## src/rtl/fetch_stage.sv

```systemverilog
// Instruction-fetch stage: PC register, IF/ID register with valid/ready handshake, redirects.
// Optional FETCH_MISALIGN_TRAP_EN: a misaligned redirect raises a sticky fault and freezes fetch.
module fetch_stage #(
    parameter int unsigned           DATA_WIDTH = 32,
    parameter logic [DATA_WIDTH-1:0] RESET_PC   = DATA_WIDTH'(32'h0040_0000)
) (
    input  logic                  clk,
    input  logic                  reset,
    output logic [DATA_WIDTH-1:0] imem_address,
    input  logic [DATA_WIDTH-1:0] imem_instruction,
    input  logic                  redirect,
    input  logic [DATA_WIDTH-1:0] redirect_target,
    input  logic                  id_ready,
    output logic                  if_id_valid,
    output logic [DATA_WIDTH-1:0] if_id_instruction,
    output logic [DATA_WIDTH-1:0] if_id_pc_plus4,
    output logic [DATA_WIDTH-1:0] pc,
    output logic [31:0]           fetch_count,
    output logic                  misalign_fault
);

    logic [DATA_WIDTH-1:0] pc_q, pc_d;
    logic [DATA_WIDTH-1:0] instr_q, instr_d;
    logic [DATA_WIDTH-1:0] pc4_q, pc4_d;
    logic                  valid_q, valid_d;
    logic [31:0]           count_q, count_d;
    logic                  fault_q, fault_d;

    logic [DATA_WIDTH-1:0] pc_plus4;
    logic [DATA_WIDTH-1:0] aligned_target;
    logic                  bad_target;

    assign pc_plus4       = pc_q + DATA_WIDTH'(4);
    assign aligned_target = redirect_target & ~DATA_WIDTH'(3);

`ifdef FETCH_MISALIGN_TRAP_EN
    assign bad_target     = (redirect_target[1:0] != 2'b00);
    assign misalign_fault = fault_q;
`else
    assign bad_target     = 1'b0;
    assign misalign_fault = 1'b0;
`endif

    always_comb begin
        pc_d    = pc_q;
        instr_d = instr_q;
        pc4_d   = pc4_q;
        valid_d = valid_q;
        fault_d = fault_q;
        // An accepted instruction counts even if a redirect lands on the same edge.
        count_d = (valid_q && id_ready) ? count_q + 32'd1 : count_q;
        if (fault_q) begin
            valid_d = 1'b0;
            instr_d = '0;
            pc4_d   = '0;
        end else if (redirect) begin
            valid_d = 1'b0;
            instr_d = '0;
            pc4_d   = '0;
            if (bad_target) begin
                fault_d = 1'b1;
            end else begin
                pc_d = aligned_target;
            end
        end else if (id_ready || !valid_q) begin
            pc_d    = pc_plus4;
            valid_d = 1'b1;
            instr_d = imem_instruction;
            pc4_d   = pc_plus4;
        end
    end

    always_ff @(posedge clk) begin
        if (reset) begin
            pc_q    <= RESET_PC;
            instr_q <= '0;
            pc4_q   <= '0;
            valid_q <= 1'b0;
            count_q <= '0;
            fault_q <= 1'b0;
        end else begin
            pc_q    <= pc_d;
            instr_q <= instr_d;
            pc4_q   <= pc4_d;
            valid_q <= valid_d;
            count_q <= count_d;
            fault_q <= fault_d;
        end
    end

    assign imem_address      = pc_q;
    assign pc                = pc_q;
    assign if_id_valid       = valid_q;
    assign if_id_instruction = instr_q;
    assign if_id_pc_plus4    = pc4_q;
    assign fetch_count       = count_q;

endmodule

```

## config.mk

```make
export PLATFORM = sky130hd
export DESIGN_NAME = fetch_stage
export DESIGN_NICKNAME = d
export VERILOG_FILES = /design/src/rtl/fetch_stage.sv
export SDC_FILE = /design/constraint.sdc
export NUM_CORES = 1
export LEC_CHECK = 0
export BUFFER_PORTS_ARGS = -buffer_cell sky130_fd_sc_hd__buf_2
export CAP_MARGIN = 20
export CORE_ASPECT_RATIO = 2
export CORE_MARGIN = 3
export CORE_UTILIZATION = 44
export DETAILED_ROUTE_END_ITERATION = 8
export GPL_ROUTABILITY_DRIVEN = 1
export PLACE_DENSITY = 0.76
export SYNTH_ARGS = -nofsm -noshare
export SYNTH_HDL_FRONTEND = slang
export SYNTH_SLANG_ARGS = --single-unit
```

## constraint.sdc

```tcl
create_clock -name clk -period 2 [get_ports clk]
set_clock_uncertainty 0.1 [all_clocks]
set_input_delay 0.2 -clock clk [delete_from_list [all_inputs] [get_ports clk]]
set_output_delay 0.2 -clock clk [all_outputs]
set_load 0.01 [all_outputs]
```

==> flow_results.org <==
** Pwr
- Of the total power, the share spent switching nets is 0.2644.
- For this design the static power due to leakage is a little under 4 nW.
- VDD sags by at most about 630 uV.
- Of the total power, the clock network draws 0.457.
- Of the total power, combinational logic draws 0.126.
- Sequential cell fraction of total power :: 0.417
- Internal Power :: between 0.004 and 0.005 W
- Total power after layout :: ~0.0064 W
- Net switching power figure :: 0.001685 W
- Dividing total power by cell area gives a power density of 747.5 nW/um2.

** Layout
- Final standard cell count with taps included and fillers excluded :: 1,169
- The final layout contains between 1k and 1.5k nets.
- From synthesis to final layout, the design area changed by 43.89%.
- In the final layout, the share of cells above drive strength 1 is 0.3422.
- Ant diodes :: 0

** Min path
- For hold timing, the worst endpoint is fetch_count[1].
- Min-Delay Path Class :: in2reg
- Min-Delay Path Depth :: 3
- In this run the most critical hold path is launched from id_ready.

** Logic synthesis
- Cell area after synthesis :: 5924 um2
- In the synthesized netlist the async set-or-reset flop fraction comes to 0.
- In this run the mean area of a mapped cell was a little over 8 um2.
- Number of standard cells after synthesis :: roughly 720
- Yosys reg bits :: around 130
- Number of enable-type register cells in the synthesized netlist :: 0
- Unique cell type count in the Yosys netlist :: approximately 50
- The share of the Yosys chip area taken by registers is 0.4224.
- For this run, the leading register cell type out of synthesis is dfxtp_1.
- For this run, the number of Yosys warnings is 0.

** Critical path
- Largest fanout on the critical path :: 7
- The critical path is of the reg2reg type.
- Cell-by-cell trace of the critical path :: nand4_1 > nor3_4 > nand4_2 > or4_1 > a311oi_1
- The startpoint identified for the worst register-to-register timing path is imem_address[3].
- Data on the critical path is required at its endpoint by roughly 2.2 ns.
- Worst R2R Path Depth :: 5
- Across all register-to-register paths, the minimum setup slack is ~0.080 ns.
- The endpoint identified for the worst register-to-register timing path is imem_address[25].
- On the worst path, the slowest cell contributes a delay of 0.42 ns.
- Data on the critical path arrives at its endpoint at 2.14 ns.
- For this design, the slowest cell found on the critical path is or4_1.
- The worst setup path is launched from a flip-flop.
- STA classifies the critical path endpoint as a flip-flop.

** Die
- The initial utilization of the core area, before any placement, comes to 0.4534.
- The floorplan has approximately 60 rows.
- Die span in x :: a little under 90 um
- 230 I/O pins were placed.
- Die extent in y :: ~170 um
- The floorplan step defined a die boundary enclosing approximately 15,000 um2.
- After floorplanning, the core was sized to cover 13,070 um2.

** Routing
- After detailed routing, the number of remaining DRC violations is 0.
- The pre-antenna-repair detailed-routing pass consisted of 5 iterations.
- Using the TritonRoute via totals, the vias-per-cell ratio works out to about 5.3.
- Via count :: between 6k and 7k
- After detailed routing, the total wire length is about 19,000 um.
- Post-DRT Antenna Nets :: 0
- Detailed-route wire length per cell :: about 16 um
- Initial detailed-routing violation count :: around 340

** STA
- The number of hold violations in the final report came to 0.
- The total count of max-transition violations in the final report was 0.
- On the final layout, the worst hold slack is a little over 0.03 ns.
- RSZ-0062 raised after global routing :: true
- Setup tns final :: 0 ns
- Final WS setup :: 0.08031 ns
- Worst relative slew slack :: 0.5211
- Highest Clock Rate :: ~0.52 GHz
- Worst slew pin tran :: around 0.72 ns
- Setup violations remaining at the end of the flow were counted as 0.
- In the finished design, the share of the clock period the worst path needs comes to 0.9598.
- The worst path in the final design needs a cycle of approximately 1.9 ns, including I/O delays and setup.

** CTS
- The longest clock path from root to sink contains 2 buffers.
- The clock drives ~130 sinks.
- The tree is rooted in a clkbuf_16.
- Number of buffers added by the clock tree synthesis step :: 17
- TritonCTS built the clock tree.
- The H-tree was split into 4 levels.
- Source-to-sink clock delay at the later pin of the worst-skew pair :: 0.41 ns
- After clock tree synthesis, the clock-pin slew on the worst setup and hold paths is about 0.060 ns.

** Place
- # port buffers :: 220
- After legalization and detailed placement, the total HPWL measured between 10,000 and 15,000 um.
- Cells after DPL :: about 1.1k
- Weighted congestion at the end of routability-driven global placement :: around 0.92
- Worst slack after detailed placement :: approximately 0.027 ns

** GRT
- Largest net degree at the start of global routing :: between 60 and 70
- Via count of the first global-routing pass :: slightly below 6k
- Global-route usage over all layers :: 0.2444
- The number of antenna violations at the first check in global routing was 0.
- Wire length of the first global-routing pass :: approximately 29,000 um
- Global routing finished with a remaining overflow of 0.

** Flow run
- The tool flagged a number of max-cap violations equal to 0.

** Run status
- The flow ran to the end, and the final reports show no timing, DRC or antenna violations.
==> metal layers <==
metal,vias up,wire length [um],part of all wire,GRT usage
li1,2996,-,-,-
met4,0,885,0.048,0.1526
met2,249,9966,0.54,0.4491
met1,2850,6507,0.35,0.2378
met3,59,1169,0.063,0.05475
met5,-,0,0,0
==> cells by family (layout without fill, tap and decap cells) <==
group / Yosys count / count (layout) / share of synthesized area
compound gates: 138 / 138 / 0.1316
other cells: 1 / 7 / 0.0006330
xor+xnor: 69 / 69 / 0.1020
mux: 2 / 2 / 0.003379
fa+ha+maj: 2 / 2 / 0.004223
simple gates: 292 / 292 / 0.2418
buf+inv: 92 / 382 / 0.09398
flops: 125 / 125 / 0.4224
==> what timing repair did <==
action	in CTS	in global routing
setup endpoints to repair	0	16
hold endpoints to repair	60	0
gates resized for setup	0	21
hold buffers	60	0
buffers inserted	0	2
==> worst max-delay path, delay by kind of cell, from the launching register on <==
family,cells,cell delay [ns]
AO/OA/AOI/OAI,1,0.24
flip-flops,1,0.37
AND/OR/NAND/NOR,4,1.12
==> stage by stage <==
| stage | cell area [um2] | utilization |
|---|---|---|
| after CTS | 8382 | 0.6415 |
| after floorplan | 5953 | - |
| final | 8524 | 0.6524 |
| after global routing | 8524 | 0.6524 |
| after detailed placement | 7214 | 0.5521 |
| after global placement | 7214 | 0.5521 |
==> power by group through the flow <==
stage          sequential (W)  clock [W]  combinational, W
6_report              0.00266    0.00291          0.000804
4_1_cts               0.00266    0.00298          0.000792
5_1_grt               0.00267    0.00307          0.000875
3_5_place_dp          0.00271          0          0.000697
3_3_place_gp          0.00271          0          0.000693
2_1_floorplan         0.00277          0          0.000366
==> registers in the layout, summed over array words and instances (netlist names) <==
name               cells
fetch_count           32
if_id_valid            1
if_id_instruction     32
if_id_pc_plus4        30
imem_address          30
==> placed cells by master (no fill, tap or decap), types with 4 or more instances in the layout <==
master and instances:
clkinvlp_4 5, buf_4 60, nand4_1 22, o21bai_1 4
dlygate4sd3_1 60, a21oi_1 70, xnor2_1 36, conb_1 7
buf_2 220, xor2_1 33, or3_1 10, nor2_1 60
dfxtp_1 122, a311oi_1 5, nand3_1 24, and2_1 5
inv_1 5, nand3_2 4, o21ai_0 32, nor3_1 16
and3_1 11, clkbuf_16 17, and4_1 4, nand2_1 109
a211oi_1 15
==> layout make-up <==
type | count | area, um2
fillers | 1090 | 4542
multi-input cells | 510 | 3013
flip-flops and latches | 125 | 2509
repair buffers | 344 | 2223
clock buffers | 17 | 425.4
well taps | 152 | 190.2
clock inverters | 15 | 141.4
inverters | 6 | 22.52
==> Yosys cell counts, types with 2 or more instances <==
library cell  instances  area [um2]
o21ai_0              32       160.2
a311oi_1              6       52.55
a21oi_1              71       355.3
a211oi_1             15       112.6
nor3_1               17       85.08
inv_1                 5       18.77
clkbuf_1             31       116.4
nand4_2               2       25.02
nand3_1              27       135.1
and4_1                4       35.03
o21bai_1              4       30.03
nor3_2                2       20.02
and2_1                5       31.28
dfxtp_1             125        2502
buf_1                 4       15.01
nor4_1                8       50.05
nand4_1              22       137.6
and3_1               12       75.07
buf_2                 4       20.02
a31oi_1               3       18.77
mux2i_1               2       20.02
ha_1                  2       25.02
or3_1                10       62.56
nor2_1               60       225.2
nand2_1             110       412.9
clkbuf_2              2       10.01
buf_4                39       292.8
xnor2_1              36       315.3
o22ai_1               3       18.77
clkbuf_8              5       68.82
xor2_1               33       289.0
==> worst max-delay path by stage <==
stage,start,endpoint,slack (ns)
2_1_floorplan,imem_address[2],imem_address[22],0.001
3_3_place_gp,imem_address[3],imem_address[30],0.06
3_5_place_dp,imem_address[3],imem_address[14],0.03
4_1_cts,imem_address[3],imem_address[14],0.007
5_1_grt,imem_address[3],imem_address[25],-0.03
6_report,imem_address[3],imem_address[25],0.08
(Power assumes the default switching activity.)
